**src/rtl/mul_share_pkg.sv**
```systemverilog
// Shared types, sizes and the reference Q1.(MUL_W-1) multiply used by mul_share_arb and its bench.
package mul_share_pkg;

  localparam int NUM_REQ = 2;
  localparam int MUL_W   = 8;

  typedef logic req_id_t;

  // Wrapping fractional product: only (-1)*(-1) overflows, landing on the most negative code.
  function automatic logic [MUL_W-1:0] frac_mul(input logic [MUL_W-1:0] a,
                                                input logic [MUL_W-1:0] b);
    logic signed [2*MUL_W-1:0] full;
    full = (2*MUL_W)'($signed(a)) * (2*MUL_W)'($signed(b));
    return MUL_W'(full >>> (MUL_W-1));
  endfunction

endpackage

```
**src/rtl/mult2s.sv**
```systemverilog
// Combinational N-bit two's-complement fractional multiplier, Q1.(N-1) in and out, wrapping.
module mult2s #(
  parameter int N = 8
) (
  input  logic [N-1:0] a,
  input  logic [N-1:0] b,
  output logic [N-1:0] p
);

  logic signed [2*N-1:0] full;

  always_comb begin
    full = (2*N)'($signed(a)) * (2*N)'($signed(b));
    p    = N'(full >>> (N-1));
  end

endmodule

```
**src/rtl/mul_share_arb.sv**
```systemverilog
// Round-robin sharing of one mult2s between two requesters, with global stall.
// Define MUL_PIPE_EN to register operands ahead of the multiplier (latency 2 instead of 1).
module mul_share_arb
  import mul_share_pkg::*;
#(
  parameter int N = MUL_W
) (
  input  logic         clk,
  input  logic         nReset,
  input  logic         stall,
  input  logic         req0_valid,
  input  logic [N-1:0] req0_a,
  input  logic [N-1:0] req0_b,
  input  logic         req1_valid,
  input  logic [N-1:0] req1_a,
  input  logic [N-1:0] req1_b,
  output logic         req0_ready,
  output logic         req1_ready,
  output logic         rsp0_valid,
  output logic         rsp1_valid,
  output logic [N-1:0] rsp_data
);

  logic [NUM_REQ-1:0] valid_vec, ready_vec, hs_vec;
  req_id_t            ptr_q, ptr_d;
  req_id_t            winner;
  req_id_t            hs_id;
  logic               hs;
  logic [N-1:0]       sel_a, sel_b;

  // NOTE: every always_comb output gets a default first, so no path can infer a latch.
  always_comb begin
    valid_vec = {req1_valid, req0_valid};
    winner    = ptr_q;
    if (valid_vec == 2'b01)      winner = 1'b0;
    else if (valid_vec == 2'b10) winner = 1'b1;

    ready_vec = '0;
    if (!stall && nReset) ready_vec[winner] = 1'b1;

    hs_vec = valid_vec & ready_vec;
    hs     = |hs_vec;
    hs_id  = hs_vec[1];
    sel_a  = hs_id ? req1_a : req0_a;
    sel_b  = hs_id ? req1_b : req0_b;
    ptr_d  = hs ? ~hs_id : ptr_q;
  end

  assign req0_ready = ready_vec[0];
  assign req1_ready = ready_vec[1];

  // NOTE: sequential state uses non-blocking assignments so every flop samples pre-edge values.
  always_ff @(posedge clk or negedge nReset) begin
    if (!nReset) ptr_q <= 1'b0;
    else         ptr_q <= ptr_d;
  end

  logic [N-1:0] mul_a, mul_b, prod;
  logic         stage_valid;
  req_id_t      stage_tag;

`ifdef MUL_PIPE_EN
  logic         iss_valid_q, iss_valid_d;
  req_id_t      iss_tag_q, iss_tag_d;
  logic [N-1:0] iss_a_q, iss_a_d, iss_b_q, iss_b_d;

  always_comb begin
    iss_valid_d = iss_valid_q;
    iss_tag_d   = iss_tag_q;
    iss_a_d     = iss_a_q;
    iss_b_d     = iss_b_q;
    if (!stall) begin
      iss_valid_d = hs;
      if (hs) begin
        iss_tag_d = hs_id;
        iss_a_d   = sel_a;
        iss_b_d   = sel_b;
      end
    end
  end

  always_ff @(posedge clk or negedge nReset) begin
    if (!nReset) begin
      iss_valid_q <= 1'b0;
      iss_tag_q   <= 1'b0;
      iss_a_q     <= '0;
      iss_b_q     <= '0;
    end else begin
      iss_valid_q <= iss_valid_d;
      iss_tag_q   <= iss_tag_d;
      iss_a_q     <= iss_a_d;
      iss_b_q     <= iss_b_d;
    end
  end

  assign mul_a       = iss_a_q;
  assign mul_b       = iss_b_q;
  assign stage_valid = iss_valid_q;
  assign stage_tag   = iss_tag_q;
`else
  assign mul_a       = sel_a;
  assign mul_b       = sel_b;
  assign stage_valid = hs;
  assign stage_tag   = hs_id;
`endif

  mult2s #(.N(N)) u_mult2s (
    .a (mul_a),
    .b (mul_b),
    .p (prod)
  );

  logic         out_valid_q, out_valid_d;
  req_id_t      out_tag_q, out_tag_d;
  logic [N-1:0] out_data_q, out_data_d;

  // A stalled output stage keeps its result so it is presented once stall drops.
  always_comb begin
    out_valid_d = out_valid_q;
    out_tag_d   = out_tag_q;
    out_data_d  = out_data_q;
    if (!stall) begin
      out_valid_d = stage_valid;
      if (stage_valid) begin
        out_tag_d  = stage_tag;
        out_data_d = prod;
      end
    end
  end

  // NOTE: data registers are reset too, because rsp_data must read zero out of reset.
  always_ff @(posedge clk or negedge nReset) begin
    if (!nReset) begin
      out_valid_q <= 1'b0;
      out_tag_q   <= 1'b0;
      out_data_q  <= '0;
    end else begin
      out_valid_q <= out_valid_d;
      out_tag_q   <= out_tag_d;
      out_data_q  <= out_data_d;
    end
  end

  assign rsp0_valid = out_valid_q & (out_tag_q == 1'b0) & ~stall;
  assign rsp1_valid = out_valid_q & (out_tag_q == 1'b1) & ~stall;
  assign rsp_data   = out_data_q;

endmodule

```
**config.mk**
```make
export PLATFORM = sky130hd
export DESIGN_NAME = mul_share_arb
export DESIGN_NICKNAME = d
export VERILOG_FILES = /design/src/rtl/mul_share_pkg.sv /design/src/rtl/mult2s.sv /design/src/rtl/mul_share_arb.sv
export SDC_FILE = /design/constraint.sdc
export NUM_CORES = 1
export LEC_CHECK = 0
export CORE_ASPECT_RATIO = 1.2
export CORE_UTILIZATION = 65
export CTS_CLUSTER_DIAMETER = 200
export DETAILED_ROUTE_END_ITERATION = 10
export DONT_BUFFER_PORTS = 1
export HOLD_SLACK_MARGIN = 0.03
export PLACE_DENSITY = 0.8
export SLEW_MARGIN = 25
export SYNTH_ARGS = -nofsm -noshare
export SYNTH_HDL_FRONTEND = slang
export SYNTH_SLANG_ARGS = --single-unit
```
**constraint.sdc**
```tcl
create_clock -name clk -period 7.9 [get_ports clk]
set_input_delay 2.37 -clock clk [delete_from_list [all_inputs] [get_ports clk]]
set_output_delay 2.37 -clock clk [all_outputs]
set_load 0.01 [all_outputs]
```
Word level (Yosys, flattened, before mapping)
Index checks and enable logic that the tools add are counted.
- bits in registers: 11
- latch bits: 0
- RAM bits: 0
- bits in read-only memories: 0
- output and inout port bits: 12
- logic and storage cells: 29
- memories kept: 0
- add/subtract/negate cells: 0
- $mul: 1
- divide/modulo/power cells: 0
- order comparisons: 2
- eq/ne operators: 2
- shift operators: 0
- mux-type cells: 7
- bitwise gates (word level): 8
- reduce and logical (&&, ||, !) cells: 5
- operators with widths (cell ; count):
    2-to-1 mux 8 bit ; 2
    multiplier 8 x 8 -> 15 bit ; 1
    AND 1 bit ; 4
    2-to-1 mux 1 bit ; 3
    NOT 1 bit ; 3
    AND 2 bit ; 1
    == test 2 x 1 -> 1 bit (second input constant) ; 1
    == test 2 bit (second input constant) ; 1
    logical AND 1 bit ; 2
    < comparator 1 x 2 -> 1 bit (second input constant) ; 1
    2-to-1 mux 2 bit ; 1
    AND reduction 2 bit ; 1
    OR reduction 2 bit ; 1
    demux 1 bit (select 1 bit) ; 1
    >= comparator 1 bit (second input constant) ; 1
    zero test 1 bit ; 1

Longest topological paths before layout
Gate-level depths: netlist of run 1.
- word-level depth: 11
- mapped depth: 21

Cells and area by module
From an unflattened synthesis of run 1, not the netlist that was laid out.
- cells, all modules: 294
- area total of the unflattened synthesis: 2875.3 µm²
- modules (own cells, without submodules) (module ; instances ; cells each ; area an instance (µm²) ; sequential area each (µm²)):
    mult2s ; 1 ; 241 ; 2194.6 ; 0.0
    mul_share_arb ; 1 ; 53 ; 680.7 ; 275.3

Least setup slack after synthesis of run 1
No wires, ideal clock.
- path kind: in2reg
- start: in nReset
- end: reg out_data_q[7] (netlist: rsp_data[7])
- library setup time: 0.135 ns
- data arrival time: 7.005 ns
- required time: 7.765 ns
- setup slack: 0.761 ns
- cell stages on the path: 21
- buffers on the path: 2
- cells stage by stage: nor2b_1 -> buf_2 -> nand3_2 -> buf_4 -> mux2i_1 -> nor2_1 -> fa_1 -> inv_1 -> fa_1 -> inv_1 -> fa_1 -> inv_1 -> fa_1 -> inv_1 -> ha_1 -> nand2_1 -> or3_4 -> and4_4 -> o31ai_4 -> xnor2_1 -> o21ai_1
- word-level cells in the longest chain between the ends: 5
- elaborated cells between the ends (all ways): 8
- classes of those cells: mul: 1; mux: 3; bitwise: 1; reduce/logical: 3
- RTL lines (what ; line ; source):
    from (decl) ; mul_share_arb.sv:9 ; input logic nReset,
    logical AND 1 bit (*) ; mul_share_arb.sv:39 ; if (!stall && nReset) ready_vec[winner] = 1'b1;
    2-to-1 mux 2 bit (*) ; mul_share_arb.sv:39 ;
    AND 2 bit (*) ; mul_share_arb.sv:41 ; hs_vec = valid_vec & ready_vec;
    2-to-1 mux 8 bit, or another cell as far along ; mul_share_arb.sv:44 ; sel_a = hs_id ? req1_a : req0_a;
    multiplier 8 x 8 -> 15 bit / AND reduction 2 bit (equally long branches) ; n/a ;
    to (signal assigned) ; mul_share_arb.sv:140 ; out_data_q <= out_data_d;
    to (decl) ; mul_share_arb.sv:115 ; logic [N-1:0] out_data_q, out_data_d;
Mark *: on every way between the ends. The rest lies on a longest branch, timed or not.
A chain may end at the register's enable or synchronous reset.

Worst setup path after layout of run 1
Same ends and word-level chain as after synthesis.

==> results by group, run 1 <==
Finish
  – Area taken by multi-input logic gates: between 0.002 and 0.0025 mm^2
  – Area grow syn2layout: 6.52%
  – Diode count: 0
  – Register area: around 280 um^2
  – Share of post-route cells with drive strength above 1: 13.8%
  – Final #Nets: 446
  – Fillcell total: around 350

Timing
  – TNS Setup: 0 ns
  – Min Tclk post-route: around 7.4 ns
  – RSZ-0062 raised after global routing: no
  – Fin crit share: ~93%
  – Clk_skew: about 0.0033 ns
  – Final Hold Fails: 0
  – Max-slew headroom: between 60% and 70%
  – Slew Limit Fails: 0
  – Worst slew pin tran: ~0.54 ns
  – Setup violators final: 0
  – Max Fclk: 0.135 GHz

Critical path
  – Critical Path RT: between 7 and 8 ns
  – RR Endpoint: rsp_data[7]
  – Worst Path Max Fanout: 15
  – Setup crit end kind: register
  – FF-to-FF Start: ptr_q
  – CP Class: in -> reg
  – Critical path arrival: approximately 7.5 ns
  – Crit path max-delay cell type: mux2i_1
  – R2R cell count: 19
  – CP Launch Type: primary input
  – CP Cell Sequence: nor2b_1 > nand3_2 > mux2i_1 > nor2_1 > fa_1 > inv_1 > fa_1 > inv_1 > fa_1 > inv_1 > fa_1 > inv_1 > ha_1 > nand2_1 > or3_4 > and4_4 > o31ai_4 > xnor2_1 > o21ai_1
  – Slowest stage delay, CP: around 0.61 ns
  – Reg2Reg Setup Slack: about 2.4 ns

GRT
  – Largest net degree at the start of global routing: 18
  – Remaining global-route overflow: 0
  – Wire length of the first global-routing pass: around 9500 um
  – Initial antenna violation count: 0
  – Total track usage: roughly a quarter
  – Number of global-route vias before repair: between 2,000 and 2,500

Synthesis
  – Post-synthesis cell type count: 39
  – Seq cells post-synth: 11
  – Register area share after synthesis: a little under a tenth
  – Gate Count Post-Synth: 320
  – Synth top area cells: fa_1, ha_1, dfrtp_1
  – Syn avg cell area: between 9 and 10 um^2
  – Commonest cells in the synthesized netlist: inv_1, fa_1, nor2_1
  – Synth top area share: between 30% and 40%
  – Most common cell in the netlist: inv_1
  – Top_reg_cell synth: dfrtp_1
  – Net Count, Synth: 432
  – Mapped Area: ~0.0029 mm^2
  – Yosys warns: 0
  – Share of synthesized registers carrying an async set or reset: 100%
  – Leading area contributor after synthesis: fa_1
  – EDFF count, synth: 0

Pwr
  – Power Total: 984 uW
  – Internal: slightly below 500 uW
  – Clk pwr share: under 10%
  – Switching power share of the total: between 40% and 50%
  – Sequential power share: 10.6%
  – Combinational fraction of design power: 83.9%
  – VDD IR-drop max: about 330 uV
  – Sw power: around 500 uW
  – PD cells: ~320 mW/mm^2
  – Leakage: about 1.6 nW

Floorplanning
  – FP Rows: 26
  – Die X: between 60 and 70 um
  – I/O pin count: 49
  – Core area: 0.00426 mm^2
  – Die Footprint: between 0.004 and 0.005 mm^2
  – Die Ht: between 70 and 80 um
  – Initial Utilization: between 60% and 70%

Placed design
  – IO Port Bufs: 0
  – DP Wirelength: between 4000 and 5000 um
  – GP Congestion: roughly 0.88

Clocking
  – Number of buffers created by CTS: 3
  – Worst skew pair latency: between 0.2 and 0.25 ns
  – Gates resized, CTS repair: 0
  – CTS tree: built
  – H-tree depth: 1
  – Hold buffers post-CTS: 0
  – CTS root buffer: clkbuf_8
  – CTS max path bufs: 2
  – Clock sink count: 11
  – Post-CTS setup buffers: 0
  – Clk slew on worst S/H paths: 0.05 ns

Detailed routing
  – Pre-antenna DRT Iters: 4
  – Final ANT Viol Nets: 0
  – Vias per Instance: between 5 and 6
  – DR iter-0 viols: between 80 and 90
  – DRC violations left: 0
  – Wirelength per Cell: ~14 um
  – DR vias: approximately 2,100
  – WL final: between 5000 and 6000 um

Worst hold path
  – Hold Crit Endpoint: out_valid_q
  – Worst hold start: out_valid_q
  – Hold Path Stages: 2
  – Hold WC Path Type: reg -> reg

Job
  – Max Cap Viol: 0

Status
  – Status: finished clean
## metrics by stage
step                std cells  cell area [um^2]  util [%]  hold slack, ns  worst slack [ns]
CTS                       389              3080      72.4           0.494             0.489
finish                    389              3090      72.5           0.486             0.518
floorplan                 320              2900         -           0.455             0.761
global placement          385              3040      71.3           0.482             0.349
global route              389              3090      72.5           0.527             0.209
detailed placement        385              3040      71.3           0.480             0.232
## worst max-delay path by stage
| stage | from | endpoint | slack [ns] | depth (start not counted) |
|---|---|---|---|---|
| 6_report | nReset | rsp_data[7] | 0.52 | 19 |
| 5_1_grt | nReset | rsp_data[7] | 0.21 | 19 |
| 4_1_cts | nReset | rsp_data[7] | 0.49 | 19 |
| 3_5_place_dp | nReset | rsp_data[7] | 0.23 | 19 |
| 3_3_place_gp | nReset | rsp_data[6] | 0.35 | 19 |
| 2_1_floorplan | nReset | rsp_data[7] | 0.76 | 21 |
## registers in the layout, indices dropped and copies added, names as in the netlist
register / count
out_tag_q: 1
out_valid_q: 1
ptr_q: 1
rsp_data: 8
## critical path: cells and delay by family
family	cells	cell delay [ns]
adders and majority gates	5	2.40
and+or+nand+nor	6	1.42
muxes	1	0.61
AOI/OAI and AO/OA	2	0.31
buffers and inverters	4	0.20
xor gates and xnor gates	1	0.14
## cell families (layout without fill, tap and decap cells)
logic type | after synthesis | in the layout | share of synthesized area, %
simple gates | 94 | 94 | 15.6
buf+inv | 74 | 87 | 10.0
xor+xnor | 17 | 17 | 5.14
fa+ha+maj | 75 | 75 | 45.3
mux | 21 | 21 | 8.11
compound gates | 28 | 28 | 6.34
flops | 11 | 11 | 9.49
## power groups by stage
stage	combinational (mW)	clock [mW]	sequential, mW
after floorplan	0.694	0	0.101
after global placement	0.807	0	0.105
after detailed placement	0.836	0	0.105
after CTS	0.840	0.0550	0.105
after global routing	0.962	0.0578	0.108
final	0.825	0.0543	0.104
## layout make-up
class	instances	area share, %
Clock buffer	4	1.46
Inverter	70	8.51
Multi-Input combinational cell	235	75.7
Sequential cell	11	8.91
Tap cell	56	2.27
Timing Repair Buffer	13	3.16
## per-layer routing
metal	track usage, %	vias up	share of wire [%]
li1	-	1005	-
met1	30.2	1011	39
met2	53.3	62	56
met3	2.27	6	4.2
met4	4.91	0	1.4
met5	0	-	0
## placed cells by master (no fill, tap or decap), types with 2 or more instances in the layout
master     n
clkbuf_8   3
inv_1     70
a31oi_1    2
nor2_1    41
xor2_1     4
o21ai_0    6
mux2i_2    5
nor3b_1    2
nand2b_1   3
ha_1      25
dfrtp_1   11
buf_4     13
fa_1      50
xnor2_1   13
mux2_2     5
a21oi_1    8
o21ai_1    3
nand2_1   24
and2_1     4
mux2i_1   11
or2_2     12
(Power assumes the default switching activity.)
==> run 2: changes to the inputs <==
--- a/config.mk
+++ b/config.mk
@@ -7,7 +7,6 @@
 export LEC_CHECK = 0
 export CORE_ASPECT_RATIO = 1.2
 export CORE_UTILIZATION = 65
-export CTS_CLUSTER_DIAMETER = 200
 export DETAILED_ROUTE_END_ITERATION = 10
 export DONT_BUFFER_PORTS = 1
 export HOLD_SLACK_MARGIN = 0.03
==> results of run 2 <==
Final layout, timing and power as in run 1 (identical DEF).
